<file path="config.mk">
export PLATFORM = sky130hd
export DESIGN_NAME = hidden_layer_seq
export DESIGN_NICKNAME = d
export VERILOG_FILES = /design/src/rtl/nn_pkg.sv /design/src/rtl/tag_delay_line.sv /design/src/rtl/hidden_layer_seq.sv
export SDC_FILE = /design/constraint.sdc
export NUM_CORES = 1
export LEC_CHECK = 0
export ABC_AREA = 1
export CORE_ASPECT_RATIO = 1.75
export CORE_MARGIN = 3
export CORE_UTILIZATION = 30
export DETAILED_ROUTE_END_ITERATION = 8
export PLACE_DENSITY_LB_ADDON = 0.1
export SLEW_MARGIN = 20
export SYNTH_ARGS = -nofsm -noshare
export SYNTH_HDL_FRONTEND = slang
export SYNTH_SLANG_ARGS = --single-unit
</file>
<file path="constraint.sdc">
create_clock -name clk -period 4.7 [get_ports clk]
set_input_delay 0.94 -clock clk [delete_from_list [all_inputs] [get_ports clk]]
set_output_delay 0.94 -clock clk [all_outputs]
set_load 0.01 [all_outputs]
</file>
<file path="src/rtl/nn_pkg.sv">
// Shared definitions for the hidden-layer sequencer: default sizes, the
// sequencer state encoding and the lane-packing helper for the x/w buses.
package nn_pkg;

  localparam int DEF_DW         = 17;
  localparam int DEF_N_IN       = 8;
  localparam int DEF_N_NEURON   = 8;
  localparam int DEF_NEURON_LAT = 5;

  // LOAD collects activations, ISSUE streams weight addresses, WAIT lets the
  // neuron pipeline empty, DRAIN hands the results to the next layer.
  typedef enum logic [1:0] {
    ST_LOAD  = 2'd0,
    ST_ISSUE = 2'd1,
    ST_WAIT  = 2'd2,
    ST_DRAIN = 2'd3
  } seq_state_e;

  // Low bit of lane 'lane' in a packed bus of 'width'-bit lanes (lane 0 at the LSBs).
  function automatic int lane_lo(input int lane, input int width);
    return lane * width;
  endfunction

endpackage

</file>
<file path="src/rtl/tag_delay_line.sv">
// Fixed-depth shift register carrying (valid, tag) pairs. A weight read
// issued with tag n pops out of the tap exactly DEPTH cycles later, which is
// when the neuron's output for that read is on ny.
module tag_delay_line #(
  parameter int DEPTH = 6,
  parameter int AW    = 3
) (
  input  logic          clk,
  input  logic          rst_n,
  input  logic          in_valid,
  input  logic [AW-1:0] in_tag,
  output logic          out_valid,
  output logic [AW-1:0] out_tag
);

  logic [DEPTH-1:0] vld_q, vld_d;
  logic [AW-1:0]    tag_q [DEPTH];
  logic [AW-1:0]    tag_d [DEPTH];

  // Next contents: everything moves one stage toward the tap.
  always_comb begin
    vld_d    = {vld_q[DEPTH-2:0], in_valid};
    tag_d[0] = in_tag;
    for (int i = 1; i < DEPTH; i++) begin
      tag_d[i] = tag_q[i-1];
    end
  end

  // Stage registers; reset empties the line so no stale capture can fire.
  always_ff @(posedge clk) begin
    if (!rst_n) begin
      vld_q <= '0;
      for (int i = 0; i < DEPTH; i++) begin
        tag_q[i] <= '0;
      end
    end else begin
      vld_q <= vld_d;
      tag_q <= tag_d;
    end
  end

  assign out_valid = vld_q[DEPTH-1];
  assign out_tag   = tag_q[DEPTH-1];

endmodule

</file>
<file path="src/rtl/hidden_layer_seq.sv">
// Time-multiplexes one neuron_hidden instance over a whole hidden layer:
// gathers N_IN serial activations into nx, streams one weight word per
// neuron, captures each pipelined ny by tag, then drains the results.
//
// Handshakes: a transfer happens on a rising clk edge where valid and ready
// are both high. in_ready/out_valid depend only on registered state, never
// on in_valid/out_ready, and out_data/out_idx stay put while out_valid is
// high and out_ready is low.
module hidden_layer_seq
  import nn_pkg::*;
#(
  parameter int N_IN       = DEF_N_IN,
  parameter int N_NEURON   = DEF_N_NEURON,
  parameter int DW         = DEF_DW,
  parameter int NEURON_LAT = DEF_NEURON_LAT,
  parameter int AW         = $clog2(N_NEURON)
) (
  input  logic                 clk,
  input  logic                 rst_n,
  input  logic                 in_valid,
  output logic                 in_ready,
  input  logic [DW-1:0]        in_data,
  output logic                 w_rd,
  output logic [AW-1:0]        w_addr,
  input  logic [N_IN*DW-1:0]   w_data,
  output logic [N_IN*DW-1:0]   nx,
  output logic [N_IN*DW-1:0]   nw,
  output logic                 nce,
  input  logic [DW-1:0]        ny,
  output logic                 out_valid,
  input  logic                 out_ready,
  output logic [DW-1:0]        out_data,
  output logic [AW-1:0]        out_idx,
  output logic                 busy
);

  localparam int            IW       = (N_IN > 1) ? $clog2(N_IN) : 1;
  localparam int            XW       = N_IN * DW;
  localparam logic [IW-1:0] IN_LAST  = IW'(N_IN - 1);
  localparam logic [AW-1:0] NRN_LAST = AW'(N_NEURON - 1);

  seq_state_e    state_q, state_d;
  logic [IW-1:0] in_cnt_q, in_cnt_d;
  logic [AW-1:0] iss_cnt_q, iss_cnt_d;
  logic [AW-1:0] out_cnt_q, out_cnt_d;
  logic [XW-1:0] nx_q, nx_d;
  logic [DW-1:0] res_q [N_NEURON];
  logic [DW-1:0] res_d [N_NEURON];

  logic          tap_valid;
  logic [AW-1:0] tap_tag;

  // Issue strobe and neuron index travel together; the tap marks the cycle
  // the matching ny is valid (one ROM cycle plus the neuron latency).
  tag_delay_line #(
    .DEPTH (1 + NEURON_LAT),
    .AW    (AW)
  ) u_tag_dl (
    .clk       (clk),
    .rst_n     (rst_n),
    .in_valid  (w_rd),
    .in_tag    (w_addr),
    .out_valid (tap_valid),
    .out_tag   (tap_tag)
  );

  // Sequencer next state, counters, activation lanes and result capture.
  always_comb begin
    state_d   = state_q;
    in_cnt_d  = in_cnt_q;
    iss_cnt_d = iss_cnt_q;
    out_cnt_d = out_cnt_q;
    nx_d      = nx_q;
    res_d     = res_q;

    unique case (state_q)
      ST_LOAD: begin
        if (in_valid) begin
          for (int k = 0; k < N_IN; k++) begin
            if (in_cnt_q == IW'(k)) begin
              nx_d[lane_lo(k, DW) +: DW] = in_data;
            end
          end
          if (in_cnt_q == IN_LAST) begin
            in_cnt_d = '0;
            state_d  = ST_ISSUE;
          end else begin
            in_cnt_d = in_cnt_q + 1'b1;
          end
        end
      end
      ST_ISSUE: begin
        if (iss_cnt_q == NRN_LAST) begin
          iss_cnt_d = '0;
          state_d   = ST_WAIT;
        end else begin
          iss_cnt_d = iss_cnt_q + 1'b1;
        end
      end
      ST_WAIT: begin
        // The last tag leaving the line is the final capture of the pass.
        if (tap_valid && (tap_tag == NRN_LAST)) begin
          state_d = ST_DRAIN;
        end
      end
      ST_DRAIN: begin
        if (out_ready) begin
          if (out_cnt_q == NRN_LAST) begin
            out_cnt_d = '0;
            state_d   = ST_LOAD;
          end else begin
            out_cnt_d = out_cnt_q + 1'b1;
          end
        end
      end
    endcase

    // Captures start while still issuing, so they are not tied to one state.
    for (int i = 0; i < N_NEURON; i++) begin
      if (tap_valid && (tap_tag == AW'(i))) begin
        res_d[i] = ny;
      end
    end
  end

  // State and datapath registers; reset drops any partial pass.
  always_ff @(posedge clk) begin
    if (!rst_n) begin
      state_q   <= ST_LOAD;
      in_cnt_q  <= '0;
      iss_cnt_q <= '0;
      out_cnt_q <= '0;
      nx_q      <= '0;
      for (int i = 0; i < N_NEURON; i++) begin
        res_q[i] <= '0;
      end
    end else begin
      state_q   <= state_d;
      in_cnt_q  <= in_cnt_d;
      iss_cnt_q <= iss_cnt_d;
      out_cnt_q <= out_cnt_d;
      nx_q      <= nx_d;
      res_q     <= res_d;
    end
  end

  // Output decode from registered state only; counters idle at zero so
  // w_addr and out_idx read 0 outside their own phases.
  always_comb begin
    in_ready  = (state_q == ST_LOAD);
    busy      = (state_q != ST_LOAD);
    w_rd      = (state_q == ST_ISSUE);
    w_addr    = iss_cnt_q;
    nce       = (state_q == ST_ISSUE) || (state_q == ST_WAIT);
    out_valid = (state_q == ST_DRAIN);
    out_data  = (state_q == ST_DRAIN) ? res_q[out_cnt_q] : '0;
    out_idx   = out_cnt_q;
    nx        = nx_q;
    nw        = w_data;
  end

endmodule

</file>
==> results_dict.tcl <==
set metrics [dict create \
    outcome "finished clean" \
    insertedDiodeCount 0 \
    reg2reg_setup_slack_ns 1.85 \
    worst_pin_slew_ns 1.04 \
    synth_simple_gate_area_frac 0.225 \
    start_util 0.304 \
    wl_um 44200 \
    cts-root-buf "clkbuf_16" \
    pre_cts_slack_ns 1.21 \
    grt_util_all_layers 0.179 \
    num-fill-cells 4701 \
    synthMuxAreaShare 0 \
    ys_warn_count 0 \
    grt_pass1_wl_um 67700 \
    synth-main-ff-cell "dfxtp_1" \
    peakVddDrop_v 0.000256 \
    hold_class "reg -> reg" \
    cts_setup_buffers 0 \
    via_count 11305 \
    finalSetupTns_ns 0 \
    critPathLaunch "out_idx[0]" \
    clk_latency_ns 0.58 \
    p_per_area_mw_per_mm2 418 \
    synth_area_mm2 0.0135 \
    r2r-end "nx[41]" \
    fp-row-count 102 \
    via_per_inst 4.67 \
    cts_buffers 31 \
    drt-wirelength-per-cell_um 18.2 \
    synthDistinctLibCells 24 \
    die_area_mm2 0.0476 \
    io_pins 474 \
    timing.final.crit_share 0.837 \
    yosysTopAreaCell "dfxtp_1" \
    cp.required_ns 3.76 \
    synth_compound_area_frac 0.145 \
    cap_violations 0 \
    cts_max_level 1 \
    layout.nets 2014 \
    ff2ff_path_depth 7 \
    yosysMostFrequentCell "nor2_1" \
    yosysSeqAreaShare 0.456 \
    drtPass1Iterations 5 \
    ys_async_sr_fraction 0 \
    layout_setup_ws_ns 0.766 \
    dp_cells 2365 \
    r2r-start "state_q[0]" \
    ant_nets 0 \
    drive_gt1_frac 0.0638 \
    antenna_found_initial 0 \
    ys_ff_latch 307 \
    die_h_um 286 \
    syn_avg_cell_area_um2 7.35 \
    hold_buffers 0 \
    clk_pin_slew_ns 0.06 \
    slew_viol_final 0 \
    core_area_mm2 0.0443 \
    syn_inst 1833 \
    worstSetupPathType "reg -> out" \
    synth_top_cell_area_share 0.456 \
    clock_path_buffers 3 \
    hold_start "u_tag_dl.vld_q[0]" \
    syn_nets 2021 \
    fmax_mhz 254 \
    critPathLaunchType "flip-flop" \
    hold_slack_ns 0.411 \
    fin_skew_ns 0.0141 \
    cts_tree "done" \
    grt_max_degree 134 \
    stdcell_count 2422 \
    fp.dieW_um 166 \
    relSlewSlack 0.308 \
    crit_fanout 43 \
    p_leak_uw 0.00624 \
    synthTopCellsByArea "dfxtp_1 46%, nor2_1 12%, o21ai_0 9.2%" \
    rsz0062_at_grt "false" \
    post-dp-hpwl_um 29400 \
    hold_violations 0 \
    initialDrtViolationCount 608 \
    synth_top_family_by_area "simple AND/OR/NAND/NOR gates" \
    grt_pass1_vias 11262 \
    area_growth_pct 17.0 \
    synthTopCellsByCount "428 x nor2_1, 307 x dfxtp_1, 247 x o21ai_0" \
    grt_overflow 0 \
    fin_crit_ns 3.93 \
    synth_xor_area_frac 0 \
    crit_end "out_data[14]" \
    place.gp.congestion 0.791 \
    finalSetupViolations 0 \
    synthAdderAreaFrac 0.0130 \
    numPortBuffers 201 \
    drc 0 \
    cts_num_sinks 307 \
    end_kind "output port" \
    ctsResizeCount 0 \
    crit_arrival_ns 2.99 \
    synth_edf_count 0 \
]
-- metal layers --
metal	GRT usage	wire length, um
met5	0.00621	0
met4	0.0701	1610
met3	0.0522	3220
met2	0.341	23400
met1	0.181	16000
-- state kept, by name (all words and copies together), names as in the netlist --
name,cells
in_cnt_q,3
nx,136
out_idx,3
res_q,136
state_q,2
u_tag_dl.out_tag,3
u_tag_dl.tag_d,15
u_tag_dl.vld_q,6
w_addr,3
-- power breakdown --
group | leakage, uW | switching, uW | internal, uW
Combinational | 0.00323 | 635 | 445
Sequential | 0.00248 | 108 | 2770
Clock | 0.000537 | 1080 | 1540
-- worst min path at each step --
stage / to / cells after the start
6_report: u_tag_dl.vld_q[1] / 2
5_1_grt: u_tag_dl.vld_q[3] / 2
4_1_cts: u_tag_dl.out_tag[0] / 2
3_5_place_dp: u_tag_dl.out_tag[0] / 2
3_3_place_gp: u_tag_dl.vld_q[5] / 2
2_1_floorplan: u_tag_dl.out_tag[0] / 2
-- cells in the final DEF (no fill, tap or decap), drive strengths merged --
| master | instances |
|---|---|
| dfxtp | 307 |
| nor3 | 6 |
| o21ai | 277 |
| buf | 20 |
| nand2 | 182 |
| o22ai | 2 |
| a211oi | 1 |
| clkinv | 12 |
| ha | 14 |
| nand3 | 90 |
| a21oi | 109 |
| clkdlybuf4s50 | 200 |
| inv | 122 |
| bufinv | 3 |
| nor2 | 458 |
| clkbuf | 47 |
-- logic make-up after synthesis --
logic type / count (synthesis)
simple gates: 736
compound gates: 389
buf+inv: 387
flops: 307
fa+ha+maj: 14
-- stage by stage --
step,power (uW),area [um2],utilization
2_1_floorplan,3620,13500,-
3_3_place_gp,4020,14700,0.332
3_5_place_dp,4020,14700,0.332
4_1_cts,6710,15800,0.356
5_1_grt,6910,15800,0.356
6_report,6580,15800,0.356
-- worst max-delay path, cell delays in order (launching register included) --
cell and delay, ns:
dfxtp_2 0.75, clkinv_1 0.18, buf_4 0.32, nand2_1 0.12, nand3_1 0.08, nand3_1 0.11
nand2_1 0.05, nor2_1 0.23, clkdlybuf4s50_1 0.58
-- cell type report --
class                           count  area, um2  area share
Timing Repair Buffer              220       2180       0.138
Clock buffer                       47        946      0.0600
Tap cell                          572        716      0.0454
Clock inverter                     10        129     0.00817
Inverter                          127        487      0.0309
Sequential cell                   307       6150       0.390
Multi-Input combinational cell   1139       5160       0.327
Note: power is estimated with default switching activity, not from simulation.
